[src/rtl/mem_wb_stage.sv]
// MEM stage and MEM/WB pipeline register: req/ack data-memory access with byte lanes, load alignment and stall.
// Optional macro MEM_WB_RESULT_EN adds the result_w writeback mux output.
module mem_wb_stage #(
  parameter int TIMEOUT = 255,
  parameter int CNT_W   = 8
) (
  input  logic        clk,
  input  logic        rst_n,
  input  logic        syscall_m,
  input  logic        regwrite_m,
  input  logic        memtoreg_m,
  input  logic        memwrite_m,
  input  logic [31:0] aluout_m,
  input  logic [31:0] writedata_m,
  input  logic [4:0]  writereg_m,
  input  logic [31:0] a0_m,
  input  logic [31:0] v0_m,
  input  logic [31:0] instr_m,
  output logic        dmem_req,
  output logic        dmem_we,
  output logic [31:0] dmem_addr,
  output logic [3:0]  dmem_be,
  output logic [31:0] dmem_wdata,
  input  logic [31:0] dmem_rdata,
  input  logic        dmem_ack,
  output logic        stall_m,
  output logic        syscall_w,
  output logic        regwrite_w,
  output logic        memtoreg_w,
  output logic [31:0] readdata_w,
  output logic [31:0] aluout_w,
  output logic [4:0]  writereg_w,
  output logic [31:0] a0_w,
  output logic [31:0] v0_w,
  output logic [31:0] instr_w,
  output logic        misalign_w,
  output logic        buserr_w
`ifdef MEM_WB_RESULT_EN
  ,
  output logic [31:0] result_w
`endif
);

  typedef enum logic {S_IDLE = 1'b0, S_WAIT = 1'b1} state_t;

  localparam bit              TO_EN   = (TIMEOUT != 0);
  localparam logic [CNT_W-1:0] TO_LAST = CNT_W'((TIMEOUT == 0) ? 0 : TIMEOUT - 1);

  state_t           state_reg, state_next;
  logic [CNT_W-1:0] cnt_reg, cnt_next;

  logic        memop, is_byte, is_half, is_word, is_unsigned;
  logic        misaligned, access, timeout_hit;
  logic        done, buserr_hit, misalign_hit;
  logic [1:0]  lane;
  logic [31:0] rshift, load_data;

  // Access size comes from opcode bits [27:26]; bit 28 marks the unsigned loads.
  assign memop       = memtoreg_m | memwrite_m;
  assign lane        = aluout_m[1:0];
  assign is_byte     = (instr_m[27:26] == 2'b00);
  assign is_half     = (instr_m[27:26] == 2'b01);
  assign is_word     = ~is_byte & ~is_half;
  assign is_unsigned = instr_m[28];
  assign misaligned  = memop & ((is_half & lane[0]) | (is_word & (lane != 2'b00)));
  assign access      = memop & ~misaligned;
  assign timeout_hit = TO_EN && (state_reg == S_WAIT) && (cnt_reg == TO_LAST);

  assign dmem_addr = {aluout_m[31:2], 2'b00};
  assign dmem_we   = dmem_req & memwrite_m;

  always_comb begin
    dmem_be    = 4'b1111;
    dmem_wdata = writedata_m;
    if (is_byte) begin
      dmem_be    = 4'b0001 << lane;
      dmem_wdata = {4{writedata_m[7:0]}};
    end else if (is_half) begin
      dmem_be    = lane[1] ? 4'b1100 : 4'b0011;
      dmem_wdata = {2{writedata_m[15:0]}};
    end
  end

  // Aligned accesses guarantee the addressed data lands in the low bits after the shift.
  assign rshift = dmem_rdata >> {lane, 3'b000};

  always_comb begin
    load_data = rshift;
    if (is_byte)
      load_data = is_unsigned ? {24'b0, rshift[7:0]} : {{24{rshift[7]}}, rshift[7:0]};
    else if (is_half)
      load_data = is_unsigned ? {16'b0, rshift[15:0]} : {{16{rshift[15]}}, rshift[15:0]};
  end

  always_ff @(posedge clk or negedge rst_n) begin
    if (!rst_n) begin
      state_reg <= S_IDLE;
      cnt_reg   <= '0;
    end else begin
      state_reg <= state_next;
      cnt_reg   <= cnt_next;
    end
  end

  always_comb begin
    state_next = state_reg;
    cnt_next   = cnt_reg;
    case (state_reg)
      S_IDLE: begin
        if (access && !dmem_ack) begin
          state_next = S_WAIT;
          cnt_next   = '0;
        end
      end
      S_WAIT: begin
        if (timeout_hit || dmem_ack)
          state_next = S_IDLE;
        else
          cnt_next = cnt_reg + CNT_W'(1);
      end
      default: state_next = S_IDLE;
    endcase
  end

  // The timeout cycle drops the request, so an ack there is not accepted.
  always_comb begin
    dmem_req     = 1'b0;
    stall_m      = 1'b0;
    done         = 1'b0;
    buserr_hit   = 1'b0;
    misalign_hit = 1'b0;
    if (rst_n) begin
      case (state_reg)
        S_IDLE: begin
          misalign_hit = misaligned;
          if (access) begin
            dmem_req = 1'b1;
            done     = dmem_ack;
            stall_m  = ~dmem_ack;
          end
        end
        S_WAIT: begin
          if (timeout_hit) begin
            buserr_hit = 1'b1;
          end else begin
            dmem_req = 1'b1;
            done     = dmem_ack;
            stall_m  = ~dmem_ack;
          end
        end
        default: ;
      endcase
    end
  end

  always_ff @(posedge clk or negedge rst_n) begin
    if (!rst_n) begin
      syscall_w  <= 1'b0;
      regwrite_w <= 1'b0;
      memtoreg_w <= 1'b0;
      readdata_w <= '0;
      aluout_w   <= '0;
      writereg_w <= '0;
      a0_w       <= '0;
      v0_w       <= '0;
      instr_w    <= '0;
      misalign_w <= 1'b0;
      buserr_w   <= 1'b0;
    end else if (stall_m || buserr_hit || misalign_hit) begin
      // Bubble: kill the writeback controls, keep the data fields as they were.
      syscall_w  <= 1'b0;
      regwrite_w <= 1'b0;
      memtoreg_w <= 1'b0;
      misalign_w <= misalign_hit;
      buserr_w   <= buserr_hit;
    end else begin
      syscall_w  <= syscall_m;
      regwrite_w <= regwrite_m;
      memtoreg_w <= memtoreg_m;
      aluout_w   <= aluout_m;
      writereg_w <= writereg_m;
      a0_w       <= a0_m;
      v0_w       <= v0_m;
      instr_w    <= instr_m;
      misalign_w <= 1'b0;
      buserr_w   <= 1'b0;
      if (done && memtoreg_m)
        readdata_w <= load_data;
    end
  end

`ifdef MEM_WB_RESULT_EN
  assign result_w = memtoreg_w ? readdata_w : aluout_w;
`endif

endmodule

[config.mk]
export PLATFORM = sky130hd
export DESIGN_NAME = mem_wb_stage
export DESIGN_NICKNAME = d
export VERILOG_FILES = /design/src/rtl/mem_wb_stage.sv
export SDC_FILE = /design/constraint.sdc
export NUM_CORES = 1
export LEC_CHECK = 0
export CORE_UTILIZATION = 25
export CTS_CLUSTER_DIAMETER = 80
export DETAILED_ROUTE_END_ITERATION = 8
export REMOVE_ABC_BUFFERS = 1
export SETUP_SLACK_MARGIN = 0.15
export SLEW_MARGIN = 20
export SYNTH_ARGS = -nofsm -noshare
export SYNTH_HDL_FRONTEND = slang
export SYNTH_SLANG_ARGS = --single-unit
[constraint.sdc]
create_clock -name clk -period 4.5 [get_ports clk]
set_input_delay 1.35 -clock clk [delete_from_list [all_inputs] [get_ports clk]]
set_output_delay 1.35 -clock clk [all_outputs]
set_load 0.03 [all_outputs]
==> impl_metrics.yaml <==
outcome:
  status: "finished, final reports clean"
hold_path:
  hold_depth: 2
  holdPathEnd: "readdata_w[19]"
  hp-class: "reg -> reg"
  hold_start: "readdata_w[19]"
setup_path:
  r2r-end: "v0_w[14]"
  cp_max_fo: 12
  reg2regPathDepth: 8
  r2r-start: "cnt_reg[0]"
  cp-start-kind: "input pin"
  crit_type: "in -> out"
  endpoint_kind: "primary output"
  arrival_ns: 2.80
  ff2ff_setup_slack_ns: 1.88
  worst_ep_required_time_ns: 3.15
floorplanning:
  dieHeight_um: 183
  design.die.area_um2: 33500
  die_width_um: 183
  rows: 65
  coreArea_um2: 31900
  num_io_pins: 445
  floorplan.initialDensity_pct: 25.7
timing:
  hold_viol: 0
  finalCritPeriodShare_pct: 92.3
  worst_hold_slack_ns: 0.483
  skew_ns: 0.0149
  setup_violations: 0
  slew_headroom_pct: 39.2
  drv_slew: 0
  tightest_slew_ns: 0.905
  fmax_mhz: 241
  period_needed_ns: 4.15
  rsz0062_at_grt: "false"
global_route:
  grt_pass1_wl_mm: 38.4
  grtUsageMet2_pct: 27.8
  antenna_found_initial: 0
  grt_pass1_vias: 6656
  track_usage_pct: 15.0
  grt_use_met3_pct: 3.75
  grt_max_degree: 132
  top_usage_layer: "met2"
  grt-ovfl-total: 0
  use_met1_pct: 16.9
synthesis:
  synth-main-ff-cell: "dfrtp_1"
  synth_area_leaders: "dfrtp_1 55%, mux2_2 17%, mux2_1 5.1%"
  ys_types: 43
  ys_ff_latch: 179
  synth_seq_area_share_pct: 54.7
  yosys.cell_count.top_type: "dfrtp_1"
  synth_top_cell_area_share_pct: 54.7
  post_synth.cell_area_avg_um2: 12.6
  async_flop_share_pct: 100
  synth_common_cells: "179 x dfrtp_1, 122 x mux2_2, 53 x buf_4, 42 x nand2_1, 37 x mux2_1"
  synth_area_um2: 8190
  yosysTopAreaCell: "dfrtp_1"
  synth_cells: 649
  yosys_warnings: 0
  synth_edf_count: 0
clocking:
  cts_max_path_buffers: 2
  numCtsBuffers: 17
  tritoncts: "yes"
  clkTransAtPathRegs_ns: 0.06
  cts-root-buf: "clkbuf_16"
  clock-sinks: 179
  clk_latency_ns: 0.43
  htreeDepth: 4
  cts_setup_buffers: 0
final_layout:
  drive_above_1_share_pct: 18.7
  finalNetCount: 1262
  regArea_um2: 4480
  antenna_cells: 0
  nFillCells: 3093
  final_area_um2: 13300
  multiInputGateArea_um2: 3140
  area_growth_pct: 63.0
placed_design:
  placed_area_um2: 12800
  gp_congestion: 0.766
  numPortBuffers: 442
  place_hpwl_mm: 19.5
routing:
  postRouteAntennaNets: 0
  via_per_inst: 4.30
  wirelength_mm: 25.5
  wl_per_cell_um: 17.0
  num_vias: 6467
  drt_pass1_iterations: 4
  dr.first_iter.drc_count: 202
  route.detailed.drc: 0
run:
  maxCapViolations: 0
power:
  p_per_area_nw_per_um2: 381
  ir_drop_uv: 245
  leakage_uw: 0.00543
## through the flow
| step | worst slack (ns) | cells | setup TNS, ns | utilization (%) | power (µW) |
|---|---|---|---|---|---|
| floorplan | -4.56 | 572 | -607.61 | - | 2820 |
| global placement | 0.102 | 1472 | 0 | 40.2 | 3710 |
| detailed placement | 0.0975 | 1472 | 0 | 40.2 | 3730 |
| CTS | 0.338 | 1503 | 0 | 41.8 | 5160 |
| global route | 0.244 | 1503 | 0 | 41.8 | 5320 |
| finish | 0.346 | 1503 | 0 | 41.8 | 5080 |
## how the worst max path moves through the flow
| stage | start | endpoint | slack (ns) | cells after the start |
|---|---|---|---|---|
| 2_1_floorplan | instr_m[26] | a0_w[31] | -4.56 | 4 |
| 5_1_grt | instr_m[27] | dmem_we | 0.24 | 7 |
| 3_3_place_gp | instr_m[27] | dmem_wdata[12] | 0.10 | 5 |
| 6_report | instr_m[27] | dmem_wdata[12] | 0.35 | 5 |
| 4_1_cts | instr_m[27] | dmem_wdata[12] | 0.34 | 5 |
| 3_5_place_dp | instr_m[27] | dmem_wdata[13] | 0.1 | 5 |
## layout make-up
cell class / count / area share, %
clock buffers: 20 / 3.35
flip-flops and latches: 179 / 33.6
multi-input cells: 387 / 23.5
inverters: 6 / 0.169
clock inverters: 11 / 0.732
well taps: 435 / 4.08
repair buffers: 465 / 34.6
## power by group
group | switching [µW] | internal [µW]
clock | 676 | 734
combinational | 922 | 798
sequential | 121 | 1830
total | 1720 | 3360
## layout by cell type (no fill, tap or decap), types with 2 or more instances in the layout
master	count
clkdlybuf4s50_1	409
dfrtp_1	179
mux2_2	122
nand2_1	42
mux2_1	37
o21ai_0	32
a21oi_1	32
buf_4	32
nor2_1	26
mux2i_1	23
clkbuf_16	17
o21ai_1	16
dlygate4sd2_1	16
a22o_1	7
inv_1	6
xnor2_1	6
buf_12	6
nand2b_1	5
nor3_1	5
clkinv_4	4
and2_1	3
nor3b_1	3
nand3_1	3
clkinvlp_4	3
nand4_1	2
nor4_1	2
ha_1	2
conb_1	2
clkbuf_1	2
inv_6	2
inv_8	2
clkbuf_8	2
## routing by layer
layer	wire, µm	up-vias
li1	-	3039
met1	9830	3119
met2	13500	290
met3	1860	19
met4	342	0
met5	0	-
## timing repair
action	CTS	global route
endpoints found under the setup margin	16	0
hold buffers	0	0
gates resized for setup	16	0
## logic make-up (layout without fill, tap and decap cells)
| family | count (synthesis) | in the layout | share of synthesized area [%] |
|---|---|---|---|
| and+or+nand+nor | 100 | 100 | 5.87 |
| buffers and inverters | 84 | 502 | 7.15 |
| DFF | 179 | 179 | 54.7 |
| muxes | 182 | 182 | 24.7 |
| adders and majority gates | 2 | 2 | 0.306 |
| xor gates and xnor gates | 6 | 6 | 0.642 |
| AOI/OAI and AO/OA | 95 | 95 | 6.59 |
| other | 1 | 2 | 0.0458 |
## critical path: stages
cell             delay (ns)
clkdlybuf4s50_1        0.45
nor2_2                 0.15
buf_12                 0.16
mux2_2                 0.33
dlygate4sd2_1          0.35
No activity file was read; power rests on OpenSTA's default activity.
